<file path="src/rtl/run_speed_ctrl_if.sv">
// Button pins and control outputs of run_speed_ctrl.
// The DUT connects through the slave modport and the button driver through the master modport.
interface run_speed_ctrl_if;
    logic       pause_btn;
    logic       slower_btn;
    logic       faster_btn;
    logic       tick;
    logic       running;
    logic [2:0] speed_level;
    logic [2:0] press;
    logic       state_dbg;

    modport master (
        output pause_btn, slower_btn, faster_btn,
        input  tick, running, speed_level, press, state_dbg
    );
    modport slave (
        input  pause_btn, slower_btn, faster_btn,
        output tick, running, speed_level, press, state_dbg
    );
endinterface

</file>
<file path="src/rtl/run_speed_ctrl.sv">
// Run/pause, speed level and tick prescaler for the running-pattern datapath.
// Debouncers are built only when RUN_SPEED_CTRL_DEBOUNCE_EN is defined; otherwise the synchronized level is used directly.
module run_speed_ctrl #(
    parameter int DEBOUNCE_CYCLES = 500000,
    parameter int BASE_PERIOD     = 781250,
    parameter int RESET_LEVEL     = 3
) (
    input  logic            clk,
    input  logic            rst,
    run_speed_ctrl_if.slave bus
);
    localparam int PW = $clog2(BASE_PERIOD) + 7;

    typedef enum logic {
        ST_PAUSED = 1'b0,
        ST_RUN    = 1'b1
    } state_t;

    if (DEBOUNCE_CYCLES < 2 || BASE_PERIOD < 2 || RESET_LEVEL < 0 || RESET_LEVEL > 7) begin : g_param_check
        $error("run_speed_ctrl: parameter out of range");
    end

    logic [2:0]    w_raw;
    logic [2:0]    r_sync1;
    logic [2:0]    r_sync2;
    logic [2:0]    w_deb;
    logic [2:0]    r_deb_d;
    logic [2:0]    r_press;
    state_t        r_state;
    state_t        w_state_nxt;
    logic [2:0]    r_level;
    logic [2:0]    w_level_nxt;
    logic          w_level_chg;
    logic [PW-1:0] r_presc;
    logic [PW-1:0] w_presc_nxt;
    logic [PW-1:0] w_period_last;
    logic          w_tick;

    assign w_raw = {bus.faster_btn, bus.slower_btn, bus.pause_btn};

    always_ff @(posedge clk or posedge rst) begin
        if (rst) begin
            r_sync1 <= '0;
            r_sync2 <= '0;
        end else begin
            r_sync1 <= w_raw;
            r_sync2 <= r_sync1;
        end
    end

`ifdef RUN_SPEED_CTRL_DEBOUNCE_EN
    localparam int DW = $clog2(DEBOUNCE_CYCLES);
    localparam logic [DW-1:0] DEB_LAST = DW'(DEBOUNCE_CYCLES - 1);

    logic [2:0]    r_deb;
    logic [DW-1:0] r_stable_cnt [3];

    // A level is accepted only after it has differed from the debounced level for DEBOUNCE_CYCLES edges in a row.
    always_ff @(posedge clk or posedge rst) begin
        if (rst) begin
            r_deb <= '0;
            for (int i = 0; i < 3; i++) r_stable_cnt[i] <= '0;
        end else begin
            for (int i = 0; i < 3; i++) begin
                if (r_sync2[i] == r_deb[i]) begin
                    r_stable_cnt[i] <= '0;
                end else if (r_stable_cnt[i] == DEB_LAST) begin
                    r_deb[i]        <= r_sync2[i];
                    r_stable_cnt[i] <= '0;
                end else begin
                    r_stable_cnt[i] <= r_stable_cnt[i] + DW'(1);
                end
            end
        end
    end

    assign w_deb = r_deb;
`else
    assign w_deb = r_sync2;
`endif

    always_ff @(posedge clk or posedge rst) begin
        if (rst) begin
            r_deb_d <= '0;
            r_press <= '0;
        end else begin
            r_deb_d <= w_deb;
            r_press <= w_deb & ~r_deb_d;
        end
    end

    assign w_period_last = (PW'(BASE_PERIOD) << r_level) - PW'(1);

    always_comb begin
        w_state_nxt = r_state;
        w_level_nxt = r_level;
        w_level_chg = 1'b0;
        w_tick      = 1'b0;
        w_presc_nxt = r_presc;

        if (r_press[0]) begin
            case (r_state)
                ST_PAUSED: w_state_nxt = ST_RUN;
                ST_RUN:    w_state_nxt = ST_PAUSED;
                default:   w_state_nxt = ST_PAUSED;
            endcase
        end

        // Opposing presses cancel; saturated presses change nothing and keep the prescaler phase.
        if (r_press[1] && !r_press[2] && r_level != 3'd7) begin
            w_level_nxt = r_level + 3'd1;
            w_level_chg = 1'b1;
        end else if (r_press[2] && !r_press[1] && r_level != 3'd0) begin
            w_level_nxt = r_level - 3'd1;
            w_level_chg = 1'b1;
        end

        if (w_level_chg) begin
            w_presc_nxt = '0;
        end else if (r_state == ST_RUN) begin
            if (r_presc == w_period_last) begin
                w_tick      = 1'b1;
                w_presc_nxt = '0;
            end else begin
                w_presc_nxt = r_presc + PW'(1);
            end
        end
    end

    always_ff @(posedge clk or posedge rst) begin
        if (rst) begin
            r_state <= ST_PAUSED;
            r_level <= 3'(RESET_LEVEL);
            r_presc <= '0;
        end else begin
            r_state <= w_state_nxt;
            r_level <= w_level_nxt;
            r_presc <= w_presc_nxt;
        end
    end

    assign bus.tick        = w_tick;
    assign bus.running     = (r_state == ST_RUN);
    assign bus.speed_level = r_level;
    assign bus.press       = r_press;
    assign bus.state_dbg   = r_state;
endmodule

</file>
<file path="src/flat_wrapper.sv">
// flat-port wrapper written by rule: the top's interface ports become plain ports
module run_speed_ctrl_flat 
#(
    parameter int DEBOUNCE_CYCLES = 500000,
    parameter int BASE_PERIOD     = 781250,
    parameter int RESET_LEVEL     = 3
)
  (clk, rst, bus_pause_btn, bus_slower_btn, bus_faster_btn, bus_tick, bus_running, bus_speed_level, bus_press, bus_state_dbg);
  run_speed_ctrl_if bus_i ();
  input  logic clk;
  input  logic rst;
  input wire logic [$bits(bus_i.pause_btn)-1:0] bus_pause_btn;
  input wire logic [$bits(bus_i.slower_btn)-1:0] bus_slower_btn;
  input wire logic [$bits(bus_i.faster_btn)-1:0] bus_faster_btn;
  output wire logic [$bits(bus_i.tick)-1:0] bus_tick;
  output wire logic [$bits(bus_i.running)-1:0] bus_running;
  output wire logic [$bits(bus_i.speed_level)-1:0] bus_speed_level;
  output wire logic [$bits(bus_i.press)-1:0] bus_press;
  output wire logic [$bits(bus_i.state_dbg)-1:0] bus_state_dbg;
  assign bus_i.pause_btn = bus_pause_btn;
  assign bus_i.slower_btn = bus_slower_btn;
  assign bus_i.faster_btn = bus_faster_btn;
  assign bus_tick = bus_i.tick;
  assign bus_running = bus_i.running;
  assign bus_speed_level = bus_i.speed_level;
  assign bus_press = bus_i.press;
  assign bus_state_dbg = bus_i.state_dbg;
  run_speed_ctrl #(.DEBOUNCE_CYCLES(DEBOUNCE_CYCLES), .BASE_PERIOD(BASE_PERIOD), .RESET_LEVEL(RESET_LEVEL)) u_core (.clk(clk), .rst(rst), .bus(bus_i));
endmodule
</file>
<file path="config.mk">
export PLATFORM = sky130hd
export DESIGN_NAME = run_speed_ctrl_flat
export DESIGN_NICKNAME = d
export VERILOG_FILES = /design/src/rtl/run_speed_ctrl_if.sv /design/src/rtl/run_speed_ctrl.sv /design/src/flat_wrapper.sv
export SDC_FILE = /design/constraint.sdc
export NUM_CORES = 1
export LEC_CHECK = 0
export ABC_AREA = 1
export BUFFER_PORTS_ARGS = -buffer_cell sky130_fd_sc_hd__clkbuf_2
export CAP_MARGIN = 20
export CORE_ASPECT_RATIO = 0.75
export CORE_UTILIZATION = 40
export DETAILED_ROUTE_END_ITERATION = 6
export GPL_TIMING_DRIVEN = 0
export HOLD_SLACK_MARGIN = 0.03
export PLACE_DENSITY_LB_ADDON = 0.05
export SYNTH_ARGS = -nofsm -noshare
export SYNTH_HDL_FRONTEND = slang
export SYNTH_SLANG_ARGS = --single-unit
</file>
<file path="constraint.sdc">
create_clock -name clk -period 2.6 [get_ports clk]
set_clock_uncertainty 0.05 [all_clocks]
set_input_delay 0.78 -clock clk [delete_from_list [all_inputs] [get_ports clk]]
set_output_delay 0.78 -clock clk [all_outputs]
set_load 0.005 [all_outputs]
</file>
* Word-level counts from Yosys, hierarchy flattened
Cells that the tools add are included.
Word-level totals: word-level logic and storage cells 37, output and inout bits 9, input bits 5, register bits after elaboration 43
Operators by class: equality and inequality tests 2, mux-type cells 11, reduce and logical (&&, ||, !) cells 9, bitwise logic cells 3, shift operators 1, $add $sub $neg 4
Operators with widths (count):
- $mux 27 | 3
- $add 27x1->27 const B | 1
- $eq 27x27->1 | 1
- $shl 20x3->27 const A | 1
- $sub 27x2->27 const B | 1
- $mux 3 | 2
- $mux 1 | 5
- $logic_and 1x1->1 | 4
- $reduce_bool 2->1 | 2
- $add 3x1->3 const B | 1
- $and 3x3->3 | 1
- $ne 3x3->1 const B | 1
- $not 3->3 | 1
- $reduce_bool 3->1 | 1
- $sub 3x1->3 const B | 1
- $logic_not 1->1 | 2
- $pmux 1 s2 | 1
- $not 1->1 | 1

* Longest topological paths before layout
word-level depth 6, mapped depth 16, depth with buffers taken out 14

* Worst setup path before layout
No wires, ideal clock.
path kind reg2out, from register u_core.r_level[1] (netlist: u_core.bus.speed_level[1]), to output bus_tick, stages on the path, launching flop included 16, buffers on the path 2, path slack -299 ps, required time 1770 ps, arrival 2069 ps, cell sequence dfstp_2 -> buf_2 -> inv_2 -> nand2_1 -> ha_1 -> inv_1 -> nand2_1 -> nand2_1 -> nand2_1 -> nand2_1 -> nor2_1 -> nand3_1 -> nor2_2 -> nand3_4 -> buf_6 -> nor2_1
On the way: longest elaborated chain between the ends 6, elaborated cells on any way between the ends 12
RTL lines:
- start: declaration | line run_speed_ctrl.sv:31 | logic [2:0] r_level;
- start signal: assignment | line run_speed_ctrl.sv:133 | r_level <= 3'(RESET_LEVEL);
- start signal: assignment | line run_speed_ctrl.sv:137 | r_level <= w_level_nxt;
- $shl 20x3->27 | line run_speed_ctrl.sv:92 | assign w_period_last = (PW'(BASE_PERIOD) << r_level) - PW'(1);
- $sub 27x2->27 | line run_speed_ctrl.sv:92
- $eq 27x27->1 | line run_speed_ctrl.sv:121 | if (r_presc == w_period_last) begin
- $mux 1 | line run_speed_ctrl.sv:121
- $mux 1 | line run_speed_ctrl.sv:120 | end else if (r_state == ST_RUN) begin
- $mux 1 (*) | line run_speed_ctrl.sv:118 | if (w_level_chg) begin
- end: declaration | line flat_wrapper.sv:15 | output wire logic [$bits(bus_i.tick)-1:0] bus_tick;
Mark *: on every way between the ends. The rest lies on a longest branch, timed or not.

* Final worst setup path
from register u_core.r_level[0] (netlist: u_core.bus.speed_level[0]), to output bus_tick
The elaborated chain is that of the path after synthesis.

==> metrics.csv <==
metric;value;unit
ir_drop;0.000466;V
worst_path_dominant_cell_family;simple AND/OR/NAND/NOR gates;
endpoint_kind;primary output;
netlist_top_cells_count;nand2_1 (176), nand3_1 (58), inv_1 (56), dfrtp_1 (41), nor2_1 (38);
grt_overflow_total;0;
ys_dominant_reg_cell;dfrtp_1;
final_layout_size_suffix_gt1_frac;0.134;
setup_viol;1;
worst_path_most_repeated_cell;nor2_4;
root_buffer;clkbuf_8;
leakagePower;0.00183;uW
gp_routability_congestion;0.918;
max_stage_delay;0.56;ns
io-pin-count;14;
syn2layout_area_growth;15.8;%
syn_avg_cell_area;6.53;sq um
finalCritPeriodShare;1.25;
floorplan.die_area;7750;sq um
synth_sequential_area_ratio;0.365;
netlist_top_cells_area;dfrtp_1 (35%), nand2_1 (22%), nand3_1 (9.8%);
postSynthNetCount;461;
ctsHoldBuffers;0;
cts.sink_count;43;
worst_pin_slew;0.476;ns
timing.hold.worst.class;reg2reg;
slowest_stage;dfstp_2;
synth.yosys.warnings;0;
synth-simple-area-share;0.427;
fin_area;3420;sq um
yosys.area.top_type;dfrtp_1;
finalHoldViolCount;0;
portBuffers;13;
max_freq;309;MHz
grt.total_usage;0.234;
dpl-instance-area;3210;sq um
drtIter0Drc;196;
ctsLongestPathBuffers;2;
synth-async-reset-ratio;1.00;
place.detailed.hpwl;6130;um
h-tree-depth;2;
syn_area;2960;sq um
post_synth_edffs;0;
outcome;finished with violations;
post_drt_via_cell_ratio;4.91;
synth_most_common_cell;nand2_1;
post-route-worst-setup-slack;-0.639;ns
timing.final.max_slew_violations;0;
combinational_family_with_the_most_area_after_synthesis;simple AND/OR/NAND/NOR gates;
rsz0062_at_grt;yes;
critPathArrivalTime;2.41;ns
final_period_minus_worst_setup_slack;3.24;ns
cp.buffers_inverters;4;
drt-pass1-iter-count;5;
slew_headroom;0.682;
final.hold.worst_slack;0.307;ns
synth_seq_cells;43;
detail-route-antenna-nets;0;
post_synthesis_compound_gate_area_fraction;0.0203;
layout.nets;491;
clkTransAtPathRegs;0.09;ns
diodes;0;
routed_wl;8200;um
num_vias;2855;
syn-instance-count;453;
design.core.area;6990;sq um
worst_ep_required_time;1.77;ns
yosys.area.top_type_share;0.347;
first_global_vias;2666;
antenna_found_initial;0;
synth-adder-area-share;0.0152;
floorplan.initialDensity;0.423;
timing.setup.tns;-0.639;ns
worst-path-max-fanout;4;
detail_route.drc_violations;0;
cts_tree;done;
worst_skew_pair.late_latency;0.30;ns
power_density_over_the_cells;804;nW/um^2
netlist-cell-type-count;26;
post_synth_mux_area_share;0;
critical_path.cell_chain;buf_8, nand3_4, ha_4, inv_2, nand2_2, nand3_2, nor2_4, nand2_1, nor2_1, nand2_1, nor2_4, nand3_4, buf_6, nor2_4, clkbuf_2;
maximum_number_of_pins_on_one_net_before_global_route_repair;24;
max_cap_viol_count;0;
cts_inserted_buffers;5;
synthXorXnorAreaFrac;0.0681;
die-height;76.5;um
rows;26;
crit_type;reg2out;
violations_in_the_final_reports;setup timing;
crit_path_start_kind;flip-flop;
die_width;101;um
grt_first_pass_wirelength;13900;um
routed_wire_length_per_instance;14.1;um
## registers in the layout, summed over array words and instances (netlist names)
| signal | count |
|---|---|
| u_core.bus.press | 3 |
| u_core.bus.running | 1 |
| u_core.bus.speed_level | 3 |
| u_core.r_deb_d | 3 |
| u_core.r_presc | 27 |
| u_core.r_sync1 | 3 |
| u_core.r_sync2 | 3 |
## power by group
part           internal [uW]  switching (uW)
clock network            218             248
registers                745            82.7
logic                    543             917
## what timing repair did
action / in CTS / in global routing
pin swaps: 4 / 9
resized for setup: 10 / 6
setup endpoints to repair: 1 / 21
setup buffers: 10 / 0
## worst register-to-register path: cells and delay by family (launching register included)
family                     cells  cell delay (ns)
buffers and inverters          4             0.51
DFF                            1             0.56
and+or+nand+nor               11             0.94
adders and majority gates      1             0.28
## cell usage in the layout (no fill, tap or decap), types with 3 or more instances in the layout
cell / count
nand2_1: 174
nor2_1: 36
xor2_1: 21
buf_4: 11
inv_1: 54
o21ai_0: 7
buf_6: 3
nand2_2: 4
nor3_1: 12
clkbuf_8: 6
a21oi_1: 5
buf_2: 3
nand3_1: 56
nand4_1: 5
dfrtp_1: 40
nor2_4: 5
inv_2: 4
clkbuf_2: 14
## path summary, 6_finish.rpt
path | from | end | slack, ns | cells past startpoint
worst min register to register | u_core.r_sync1[2] | u_core.r_sync2[2] | 0.31 | 0
worst max register to register | u_core.bus.speed_level[0] | u_core.r_presc[18] | 0.17 | 16
worst max-delay path | u_core.bus.speed_level[0] | bus_tick | -0.64 | 15
worst min-delay path | u_core.r_sync1[2] | u_core.r_sync2[2] | 0.31 | 0
min in group asynchronous | rst | u_core.r_sync1[0] | 0.41 | 2
max in group asynchronous | rst | u_core.r_presc[17] | 1.59 | 3
## metal layers
layer  vias to the layer above  wire, um  track usage
met4                         0        63       0.0507
li1                       1451         -            -
met2                        57      3240        0.312
met1                      1340      4540        0.386
met3                         7       362       0.0330
met5                         -         0            0
## logic make-up after synthesis
kind of cell / Yosys count
AND/OR/NAND/NOR: 299
flip-flops: 43
buffers and inverters: 73
adder cells (fa/ha/maj): 3
XOR/XNOR: 23
AO/OA/AOI/OAI: 12
## final cells by class
type,count,area (sq um)
tap,98,123
buffer,11,95.1
timing repair buffer,24,160
fill,725,3570
clock inverter,1,8.76
sequential,43,1080
inverter,61,231
multi-input combinational,337,1640
clock buffer,7,86.3
## per-stage QoR
stage	std cells	util	power [uW]	setup WS [ns]
after floorplan	453	-	1800	-0.170
after global placement	564	0.456	2100	-0.689
after detailed placement	565	0.459	2110	-0.679
after CTS	583	0.488	2730	-0.681
after global routing	582	0.490	3020	-0.784
final	582	0.490	2750	-0.639
(Power assumes the default switching activity.)
